===== src/rtl/uart_transmitter.sv =====
// 8N1 UART transmitter: accepts one byte per ok strobe and shifts it out LSB first on txd.
// Optional even-parity bit between data and stop when UART_TX_PARITY_EN is defined.
module uart_transmitter #(
    parameter int unsigned WAIT_CYCLES = 868
) (
    input  logic       clk,
    input  logic       reset,
    input  logic [7:0] data,
    input  logic       ok,
    output logic       busy,
    output logic       txd
);

    localparam int unsigned CNT_W  = (WAIT_CYCLES > 1) ? $clog2(WAIT_CYCLES) : 1;
    localparam int unsigned IDX_W  = 3;
    localparam int unsigned DATA_W = 8;
    localparam logic [CNT_W-1:0] CNT_LAST = CNT_W'(WAIT_CYCLES - 1);
    localparam logic [IDX_W-1:0] IDX_LAST = IDX_W'(DATA_W - 1);

    typedef enum logic [2:0] {
        S_IDLE,
        S_START,
        S_DATA,
        S_STOP
`ifdef UART_TX_PARITY_EN
        , S_PARITY
`endif
    } state_e;

    state_e              state_q, state_d;
    logic [CNT_W-1:0]    cnt_q, cnt_d;
    logic [IDX_W-1:0]    idx_q, idx_d;
    logic [DATA_W-1:0]   shift_q, shift_d;
    logic                txd_q, txd_d;
    logic                busy_q, busy_d;
    logic                bit_done_c;
`ifdef UART_TX_PARITY_EN
    logic                parity_q, parity_d;
`endif

    assign busy       = busy_q;
    assign txd        = txd_q;
    assign bit_done_c = (cnt_q == CNT_LAST);

    // State and datapath registers
    always_ff @(posedge clk) begin
        if (reset) begin
            state_q  <= S_IDLE;
            cnt_q    <= '0;
            idx_q    <= '0;
            shift_q  <= '0;
            txd_q    <= 1'b1;
            busy_q   <= 1'b0;
`ifdef UART_TX_PARITY_EN
            parity_q <= 1'b0;
`endif
        end else begin
            state_q  <= state_d;
            cnt_q    <= cnt_d;
            idx_q    <= idx_d;
            shift_q  <= shift_d;
            txd_q    <= txd_d;
            busy_q   <= busy_d;
`ifdef UART_TX_PARITY_EN
            parity_q <= parity_d;
`endif
        end
    end

    // Next-state and output logic; txd/busy are computed one edge ahead so they leave registered
    always_comb begin
        state_d  = state_q;
        cnt_d    = bit_done_c ? '0 : cnt_q + CNT_W'(1);
        idx_d    = idx_q;
        shift_d  = shift_q;
        txd_d    = txd_q;
        busy_d   = busy_q;
`ifdef UART_TX_PARITY_EN
        parity_d = parity_q;
`endif

        case (state_q)
            S_IDLE: begin
                cnt_d  = '0;
                idx_d  = '0;
                txd_d  = 1'b1;
                busy_d = 1'b0;
                if (ok && !busy_q) begin
                    shift_d  = data;
`ifdef UART_TX_PARITY_EN
                    parity_d = ^data;
`endif
                    busy_d   = 1'b1;
                    txd_d    = 1'b0;
                    state_d  = S_START;
                end
            end
            S_START: begin
                if (bit_done_c) begin
                    idx_d   = '0;
                    txd_d   = shift_q[0];
                    state_d = S_DATA;
                end
            end
            S_DATA: begin
                if (bit_done_c) begin
                    if (idx_q == IDX_LAST) begin
`ifdef UART_TX_PARITY_EN
                        txd_d   = parity_q;
                        state_d = S_PARITY;
`else
                        txd_d   = 1'b1;
                        state_d = S_STOP;
`endif
                    end else begin
                        idx_d   = idx_q + IDX_W'(1);
                        shift_d = shift_q >> 1;
                        txd_d   = shift_q[1];
                    end
                end
            end
`ifdef UART_TX_PARITY_EN
            S_PARITY: begin
                if (bit_done_c) begin
                    txd_d   = 1'b1;
                    state_d = S_STOP;
                end
            end
`endif
            S_STOP: begin
                if (bit_done_c) begin
                    txd_d   = 1'b1;
                    busy_d  = 1'b0;
                    state_d = S_IDLE;
                end
            end
            default: begin
                txd_d   = 1'b1;
                busy_d  = 1'b0;
                state_d = S_IDLE;
            end
        endcase
    end

endmodule


===== config.mk =====
export PLATFORM = sky130hd
export DESIGN_NAME = uart_transmitter
export DESIGN_NICKNAME = d
export VERILOG_FILES = /design/src/rtl/uart_transmitter.sv
export SDC_FILE = /design/constraint.sdc
export NUM_CORES = 1
export LEC_CHECK = 0
export CAP_MARGIN = 20
export CORE_MARGIN = 2
export CORE_UTILIZATION = 50
export CTS_CLUSTER_DIAMETER = 40
export DETAILED_ROUTE_END_ITERATION = 6
export PLACE_DENSITY_LB_ADDON = 0.2
export SYNTH_ARGS = -nofsm -noshare
export SYNTH_HDL_FRONTEND = slang
export SYNTH_SLANG_ARGS = --single-unit

===== constraint.sdc =====
create_clock -name clk -period 2.99 [get_ports clk]
set_input_delay 0.598 -clock clk [delete_from_list [all_inputs] [get_ports clk]]
set_output_delay 0.598 -clock clk [all_outputs]
set_load 0.005 [all_outputs]

## After elaboration in Yosys (flattened, before gate mapping)

Index checks and enable logic that the tools add are counted.

| operators by class | value |
|---|---|
| $add $sub $neg | 2 |
| eq/ne operators | 11 |
| multiplexer cells | 22 |
| bitwise gates (word level) | 1 |
| reduce and logical (&&, ||, !) cells | 12 |

Operator list:

| cell | number |
|---|---|
| $mux W8 | 3 |
| $mux W3 | 7 |
| $pmux W8 S2 | 1 |
| $ne A2 B2 Y1 const B | 6 |
| $pmux W3 S4 | 1 |
| $add A10 B1 Y10 const B | 1 |
| $eq A10 B10 Y1 const B | 1 |
| $pmux W3 S3 | 1 |
| $reduce_and A4 Y1 | 2 |
| $mux W1 | 7 |
| $eq A3 B2 Y1 const B | 2 |
| $reduce_and A5 Y1 | 1 |
| $pmux W1 S4 | 1 |
| $add A3 B1 Y3 const B | 1 |
| $eq A3 B1 Y1 const B | 1 |
| $eq A3 B3 Y1 const B | 1 |
| $logic_not A3 Y1 | 1 |
| $pmux W1 S3 | 1 |
| $reduce_and A3 Y1 | 1 |
| $reduce_bool A3 Y1 | 1 |
| $reduce_or A3 Y1 | 1 |
| $reduce_and A2 Y1 | 1 |
| $reduce_bool A2 Y1 | 1 |
| $reduce_or A2 Y1 | 1 |
| other kinds (3) | 3 |

| storage, ports and cells | value |
|---|---|
| register bits | 26 |
| bits of input ports | 11 |
| output and inout bits | 2 |
| logic and storage cells | 54 |

## Longest topological paths before layout

Gate-level depths: netlist of run 1.

| logic depth | value |
|---|---|
| depth after elaboration | 4 |
| mapped depth | 7 |
| mapped depth without buffers | 6 |

## Least setup slack after synthesis of run 1

No wires, ideal clock.

| timing | value |
|---|---|
| kind | register -> register |
| start point | reg cnt_q[0] |
| end point | reg idx_q[1] |
| setup time | 0.117 ns |
| arrival | 1.882 ns |
| required time | 2.873 ns |
| slack | 0.991 ns |
| cell stages (with the launch flop) | 7 |
| buffers on the path | 1 |
| period minus slack after synthesis | 1.999 ns |
| cell sequence | dfxtp_1 -> ha_1 -> or3b_1 -> or3_1 -> buf_2 -> a211o_1 -> a32o_1 |

| on the way | value |
|---|---|
| word-level cells in the longest chain between the ends | 3 |
| elaborated cells on any way between the ends | 4 |
| those cells by class | eq/ne: 3; reduce/logical: 1 |

Ends and longest elaborated chain:

| element | RTL line | source |
|---|---|---|
| start, declared | 31 | `logic [CNT_W-1:0] cnt_q, cnt_d;` |
| start signal, assigned | 59 | `cnt_q <= cnt_d;` |
| $eq A10 B10 Y1 (*) | 43 | `assign bit_done_c = (cnt_q == CNT_LAST);` |
| $ne A2 B2 Y1 (no source line) | - |  |
| $reduce_and A4 Y1 (no source line) (*) | - |  |
| end signal, assigned | 60 | `idx_q <= idx_d;` |
| end, declared | 32 | `logic [IDX_W-1:0] idx_q, idx_d;` |

Every way passes the cells marked *; elsewhere a longest branch is shown, timed or not.
A chain may end at the register's enable or synchronous reset.

## Final worst setup path of run 1

| timing | value |
|---|---|
| start point | reg state_q[0] |
| end point | reg shift_q[4] |

| on the way | value |
|---|---|
| word-level cells in the longest chain between the ends | 3 |
| elaborated cells on any way between the ends | 8 |
| those cells by class | eq/ne: 4; mux: 1; reduce/logical: 3 |

Ends and longest elaborated chain:

| element | RTL line | source |
|---|---|---|
| start, declared | 30 | `state_e state_q, state_d;` |
| start signal, assigned | 58 | `state_q <= state_d;` |
| $eq A3 B2 Y1 or $logic_not A3 Y1 (tied branches) | 82 | `case (state_q)` |
| $ne A2 B2 Y1 (no source line) or $reduce_bool A2 Y1 (tied branches) | - |  |
| $reduce_and A4 Y1 (no source line) | - |  |
| end signal, assigned | 61 | `shift_q <= shift_d;` |
| end, declared | 33 | `logic [DATA_W-1:0] shift_q, shift_d;` |

Several ways; a longest one is shown, not always the timed one.

==> results of run 1 <==
[cell usage after synthesis, drive strengths merged, types with 2 or more instances]
cell type	n	share of area [%]
ha	8	8.0
nand4	2	1.0
buf	4	1.4
nor2b	2	1.0
and2	2	1.0
nor2	14	4.2
nor3	2	0.80
a32o	2	1.6
dfxtp	25	40
a211oi	8	4.8
mux2i	7	5.6
a21oi	12	4.8
nand3	2	0.80
xor2	5	3.5
o31ai	3	1.8
and3	2	1.0
or3	2	1.0
nand2	6	1.8
inv	3	0.90
xnor2	3	2.1
nand2b	4	2.0
[worst max-delay path by stage]
| stage | cells after the start | slack [ps] | startpoint | endpoint |
|---|---|---|---|---|
| after CTS | 7 | 570 | state_q[0]$_SDFFE_PP0P_ | shift_q[4]$_SDFFE_PP0P_ |
| after floorplan | 6 | 990 | cnt_q[0]$_SDFF_PP0_ | idx_q[1]$_SDFFE_PP0P_ |
| after detailed placement | 7 | 610 | state_q[0]$_SDFFE_PP0P_ | shift_q[4]$_SDFFE_PP0P_ |
| after global routing | 7 | 390 | state_q[0]$_SDFFE_PP0P_ | shift_q[6]$_SDFFE_PP0P_ |
| final | 7 | 570 | state_q[0]$_SDFFE_PP0P_ | shift_q[4]$_SDFFE_PP0P_ |
| after global placement | 7 | 730 | state_q[0]$_SDFFE_PP0P_ | shift_q[1]$_SDFFE_PP0P_ |
[cells by family (layout without fill, tap and decap cells)]
logic type	count (synthesis)	after routing	synth area share (%)
buf+inv	8	20	2.603
flops	25	25	40.04
simple gates	46	46	19.82
fa+ha+maj	8	8	8.008
xor+xnor	8	8	5.606
compound gates	31	31	17.42
mux	8	8	6.507
[area by class of cell]
type	instances	area, um2
clock buffer	3	22.52
clock inverter	1	5.005
fill	237	1011
inverter	3	11.26
multi-input combinational	101	716.9
sequential	25	500.5
tap	30	37.54
timing repair buffer	13	127.6
[per-layer routing]
| layer | up-vias | routed length [um] | track usage, % |
|---|---|---|---|
| li1 | 511 | - | - |
| met1 | 431 | 1138 | 22.97 |
| met2 | 20 | 1017 | 27.44 |
| met3 | 6 | 78 | 4.722 |
| met4 | 0 | 27 | 7.917 |
| met5 | - | 0 | 0 |
[where the power goes]
| part | leakage, nW | internal, mW | switching (mW) |
|---|---|---|---|
| Clock | 0.0177 | 0.0501 | 0.0989 |
| Combinational | 0.294 | 0.223 | 0.270 |
| Sequential | 0.204 | 0.414 | 0.0536 |
| Total | 0.516 | 0.688 | 0.422 |
[sequential cells by signal, indices dropped and copies added, names as in the netlist]
signal,count
cnt_q,10
busy,1
shift_q,8
state_q,2
idx_q,3
txd,1
[worst max-delay path: stages, from the launching register on]
cell      delay, ps
dfxtp_1         380
inv_1           100
ha_1            580
nand2b_1        210
o41ai_2         370
buf_4           200
and2_1          310
a211oi_1        130
[cells in the final DEF (no fill, tap or decap), drive strengths merged, types with 3 or more instances in the layout]
master	count
clkbuf	3
nor2	14
ha	8
nand2b	4
mux2i	7
xor2	5
a21oi	12
nand2	6
inv	3
a211oi	8
o31ai	3
xnor2	3
dfxtp	25
clkdlybuf4s50	12
==> impl_metrics.toml, run 1 <==
[status]
status = "finished clean"

[place]
dp.cells = 172
post-dp-hpwl_mm = 1.682
dp_slack_ps = 609.1
place_area_um2 = 1394
port_buffers = 12
gp_congestion = 0.7436

[cells_and_area]
syn_to_final_growth_pct = 13.71
fin_cells = 176
num-nets-final = 166
final_cell_area_um2 = 1421
drive_gt1_share_pct = 4.795
diodes = 0
finalCoreUtilization_pct = 58.44

[min_path]
hold_path_end = "cnt_q[0]$_SDFF_PP0_"
min_path_type = "reg2reg"
worstHoldStart = "cnt_q[0]$_SDFF_PP0_"
hold_path_depth = 1

[synth]
yosysWarnings = 0
synth_edf_count = 0
ys_ff_latch = 25
yosysUniqueCellTypes = 38
synth_ff_type = "dfxtp_1"
synth_area_um2 = 1250
async_flop_share_pct = 0
syn-mean-instance-area_um2 = 9.328
syn-num-nets = 153
syn_inst = 134
ys_seq_area_share_pct = 40.04

[worst_setup_path]
worstPathMaxFanout = 16
ff2ff_setup_slack_ps = 570
critPathKind = "reg2reg"
cp_data_arrival_time_ps = 2610
start_kind = "flop"
r2r_start = "state_q[0]$_SDFFE_PP0P_"
cp.required_ps = 3170
reg2reg_depth = 7
cp-end-kind = "flop"
r2r-end = "shift_q[4]$_SDFFE_PP0P_"

[clock_tree]
clock_path_buffers = 2
cts_resized = 0
htreeDepth = 1
clockRootBuffer = "clkbuf_4"
numCtsBuffers = 3
path_clk_slew_ps = 130
postCtsSetupRepairBufs = 0
clock_latency_ps = 310
clock-sinks = 25
holdBufCountCts = 0
tritoncts = "built"

[drt]
drt-initial-drc-count = 9
drt-total-wl_mm = 2.261
routed_via_density = 5.500
wl_per_cell_um = 12.85
drc = 0
num_vias = 968
drt_first_pass_iters = 4
ant_nets = 0

[sta]
fin_ws_ps = 565.9
rsz0062_at_grt = "false"
setup-tns-final_ps = 0
skew_ps = 3.179
worst_pin_slew_ps = 670.1
max_slew_margin_pct = 55.19
hold_viol = 0
setup_viol = 0
max_freq_mhz = 412.5
fin_crit_sh_pct = 81.07
layout_min_cycle_time_ps = 2424
timing.hold.ws_ps = 485.4
drv_slew = 0

[floorplan]
die_x_um = 54
fp.coreArea_um2 = 2432
die_h_um = 54
die_area_um2 = 2916
start_util_pct = 51.39
pin_count = 13
rows = 18

[global_routing]
grt_max_degree = 19
antenna_found_initial = 0
grt-ovfl-total = 0
grt_pass1_wl_mm = 3.760
grt_pass1_vias = 888
track_usage_pct = 17.73

[pwr]
vdd_ir_drop_max_uv = 482.5
pwr_density_cell_nw_per_um2 = 780.9
finalPower_mw = 1.110
leakagePower_nw = 0.5158

[run]
drv_cap = 0
Power figures use the tool's default switching activity.
==> inputs of run 2 (changes only) <==
Clock period 2.99 ns to 2.31 ns, I/O delays scaled along.
==> run 2 against run 1 <==
Effect of this change:
- non-clock buffer count grew 2
- critical path type unchanged
- clock-buffer cell count grew 1
- routed wire length grew 2.4%
- final area grew 0.97%
- largest power group unchanged
- critical path depth shrank 2
- largest cell class unchanged
- fmax grew 15%
- clock skew grew 3.8 ps
- sequential cell count is the same
- power grew 29%
- first-iteration DRC count grew 11%
==> impl_metrics.toml, run 2 (synthesized netlist as in run 1, its figures left out) <==
[status]
status = "finished clean"

[worst_setup_path]
reg2reg_depth = 5
crit_chain = "ha_1 > or3b_1 > or3_1 > a211o_1 > a32o_1"
start_kind = "flop"
cp-end-kind = "flop"
cp.required_ps = 2540
critPathLaunch = "cnt_q[0]$_SDFF_PP0_"
slowest_stage = "or3_1"
critPathKind = "reg2reg"
ff2ff_setup_slack_ps = 210
r2r_start = "cnt_q[0]$_SDFF_PP0_"
r2r-end = "idx_q[2]$_SDFFE_PP0P_"
critical_path.max_stage_delay_ps = 420
cp_data_arrival_time_ps = 2330
worstPathMaxFanout = 6

[min_path]
worstHoldStart = "shift_q[7]$_SDFFE_PP0P_"
hold_path_end = "shift_q[7]$_SDFFE_PP0P_"
min_path_type = "reg2reg"
hold_path_depth = 2

[global_routing]
grt-ovfl-total = 0
grt_max_degree = 16
grt_pass1_wl_mm = 3.815
antenna_found_initial = 0
track_usage_pct = 17.60
grt_pass1_vias = 927

[floorplan]
die_x_um = 54
rows = 18
die_area_um2 = 2916
pin_count = 13
die_h_um = 54
fp.coreArea_um2 = 2432
start_util_pct = 51.39

[place]
place_area_um2 = 1409
port_buffers = 12
post-dp-hpwl_mm = 1.721
gp_congestion = 0.7632

[pwr]
switchingPower_mw = 0.5400
p_clk_share_pct = 13.7
vdd_ir_drop_max_uv = 583.3
p_sw_share_pct = 37.59
p_comb_share_pct = 43.9
seqPwrFrac_pct = 42.5
leakagePower_nw = 0.5232
pwr_density_cell_nw_per_um2 = 1001
p_int_mw = 0.8966

[sta]
drv_slew = 0
max_slew_margin_pct = 74.03
max_freq_mhz = 475.2
setup_viol = 0
setup-tns-final_ps = 0
worst_pin_slew_ps = 388.4
skew_ps = 6.945
fin_crit_sh_pct = 91.10
layout_min_cycle_time_ps = 2104
hold_viol = 0
rsz0062_at_grt = "false"

[drt]
wl_met2_mm = 1.130
wl_per_cell_um = 13.01
wl_met1_mm = 1.106
drt_first_pass_iters = 2
ant_nets = 0
drc = 0
routed_via_density = 5.635
highest_layer = "met4"
drt-total-wl_mm = 2.316
num_vias = 1003
drt-initial-drc-count = 10
dr_wl_met3_um = 49

[clock_tree]
clock-sinks = 25
htreeDepth = 1
numCtsBuffers = 3
postCtsSetupRepairBufs = 0
clockRootBuffer = "clkbuf_4"
path_clk_slew_ps = 140
cts_resized = 0
clock_latency_ps = 320
tritoncts = "built"
holdBufCountCts = 0
clock_path_buffers = 2

[cells_and_area]
finalCoreUtilization_pct = 59.00
syn_to_final_growth_pct = 14.82
num-nets-final = 168
final_cell_mix = "dfxtp_1 (25), nor2_1 (14), a21oi_1 (12), clkdlybuf4s50_1 (12)"
largest_register_ffs = 10
top_regs = "cnt_q: 10 flops, shift_q: 8 flops, idx_q: 3 flops"
final_cell_area_um2 = 1435
regMostFlops = "cnt_q"
drive_gt1_share_pct = 5.405
diodes = 0
layout_commonest_cell = "dfxtp_1"
fill_cells = 229

[run]
drv_cap = 0
run 2: layout make-up:
class                           count  area [um2]  area share [%]
Sequential cell                    25       500.5           34.87
Inverter                            3       11.26          0.7847
Timing Repair Buffer               15       142.6           9.939
Tap cell                           30       37.54           2.616
Clock buffer                        4       26.28           1.831
Multi-Input combinational cell    101       716.9           49.96
run 2: critical path: cells and delay by family, from the launching register on:
kind                     cells  cell delay, ps
adder cells (fa/ha/maj)      1             210
AO/OA/AOI/OAI                2             590
AND/OR/NAND/NOR              2             820
flip-flops                   1             400
run 2: per-stage QoR:
| stage | cells | power, mW | hold WS (ps) | worst slack (ps) |
|---|---|---|---|---|
| 4_1_cts | 178 | 1.447 | 489.9 | 201.9 |
| 5_1_grt | 178 | 1.550 | 510.5 | 88.36 |
| 3_5_place_dp | 174 | 1.251 | 459.5 | 210.0 |
| 2_1_floorplan | 134 | 1.075 | 426.1 | 311.0 |
| 6_report | 178 | 1.437 | 484.6 | 205.7 |
| 3_3_place_gp | 174 | 1.233 | 439.9 | 286.1 |
run 2: routing by layer:
metal / up-vias / global-route usage (%)
met5: - / 0
met4: 0 / 7.500
met3: 4 / 2.500
met2: 11 / 29.07
met1: 477 / 22.77
li1: 511 / -
run 2: worst max-delay path by stage:
stage,end,cells after the start
2_1_floorplan,idx_q[1]$_SDFFE_PP0P_,6
3_3_place_gp,idx_q[2]$_SDFFE_PP0P_,5
3_5_place_dp,idx_q[2]$_SDFFE_PP0P_,5
4_1_cts,idx_q[2]$_SDFFE_PP0P_,5
5_1_grt,idx_q[1]$_SDFFE_PP0P_,5
6_report,idx_q[2]$_SDFFE_PP0P_,5
run 2: power groups by stage:
stage          Combinational (mW)  Sequential (mW)  Clock [mW]
6_report                    0.630            0.610       0.197
5_1_grt                     0.713            0.623       0.215
3_5_place_dp                0.633            0.619           0
4_1_cts                     0.634            0.609       0.203
3_3_place_gp                0.619            0.614           0
2_1_floorplan               0.476            0.598           0
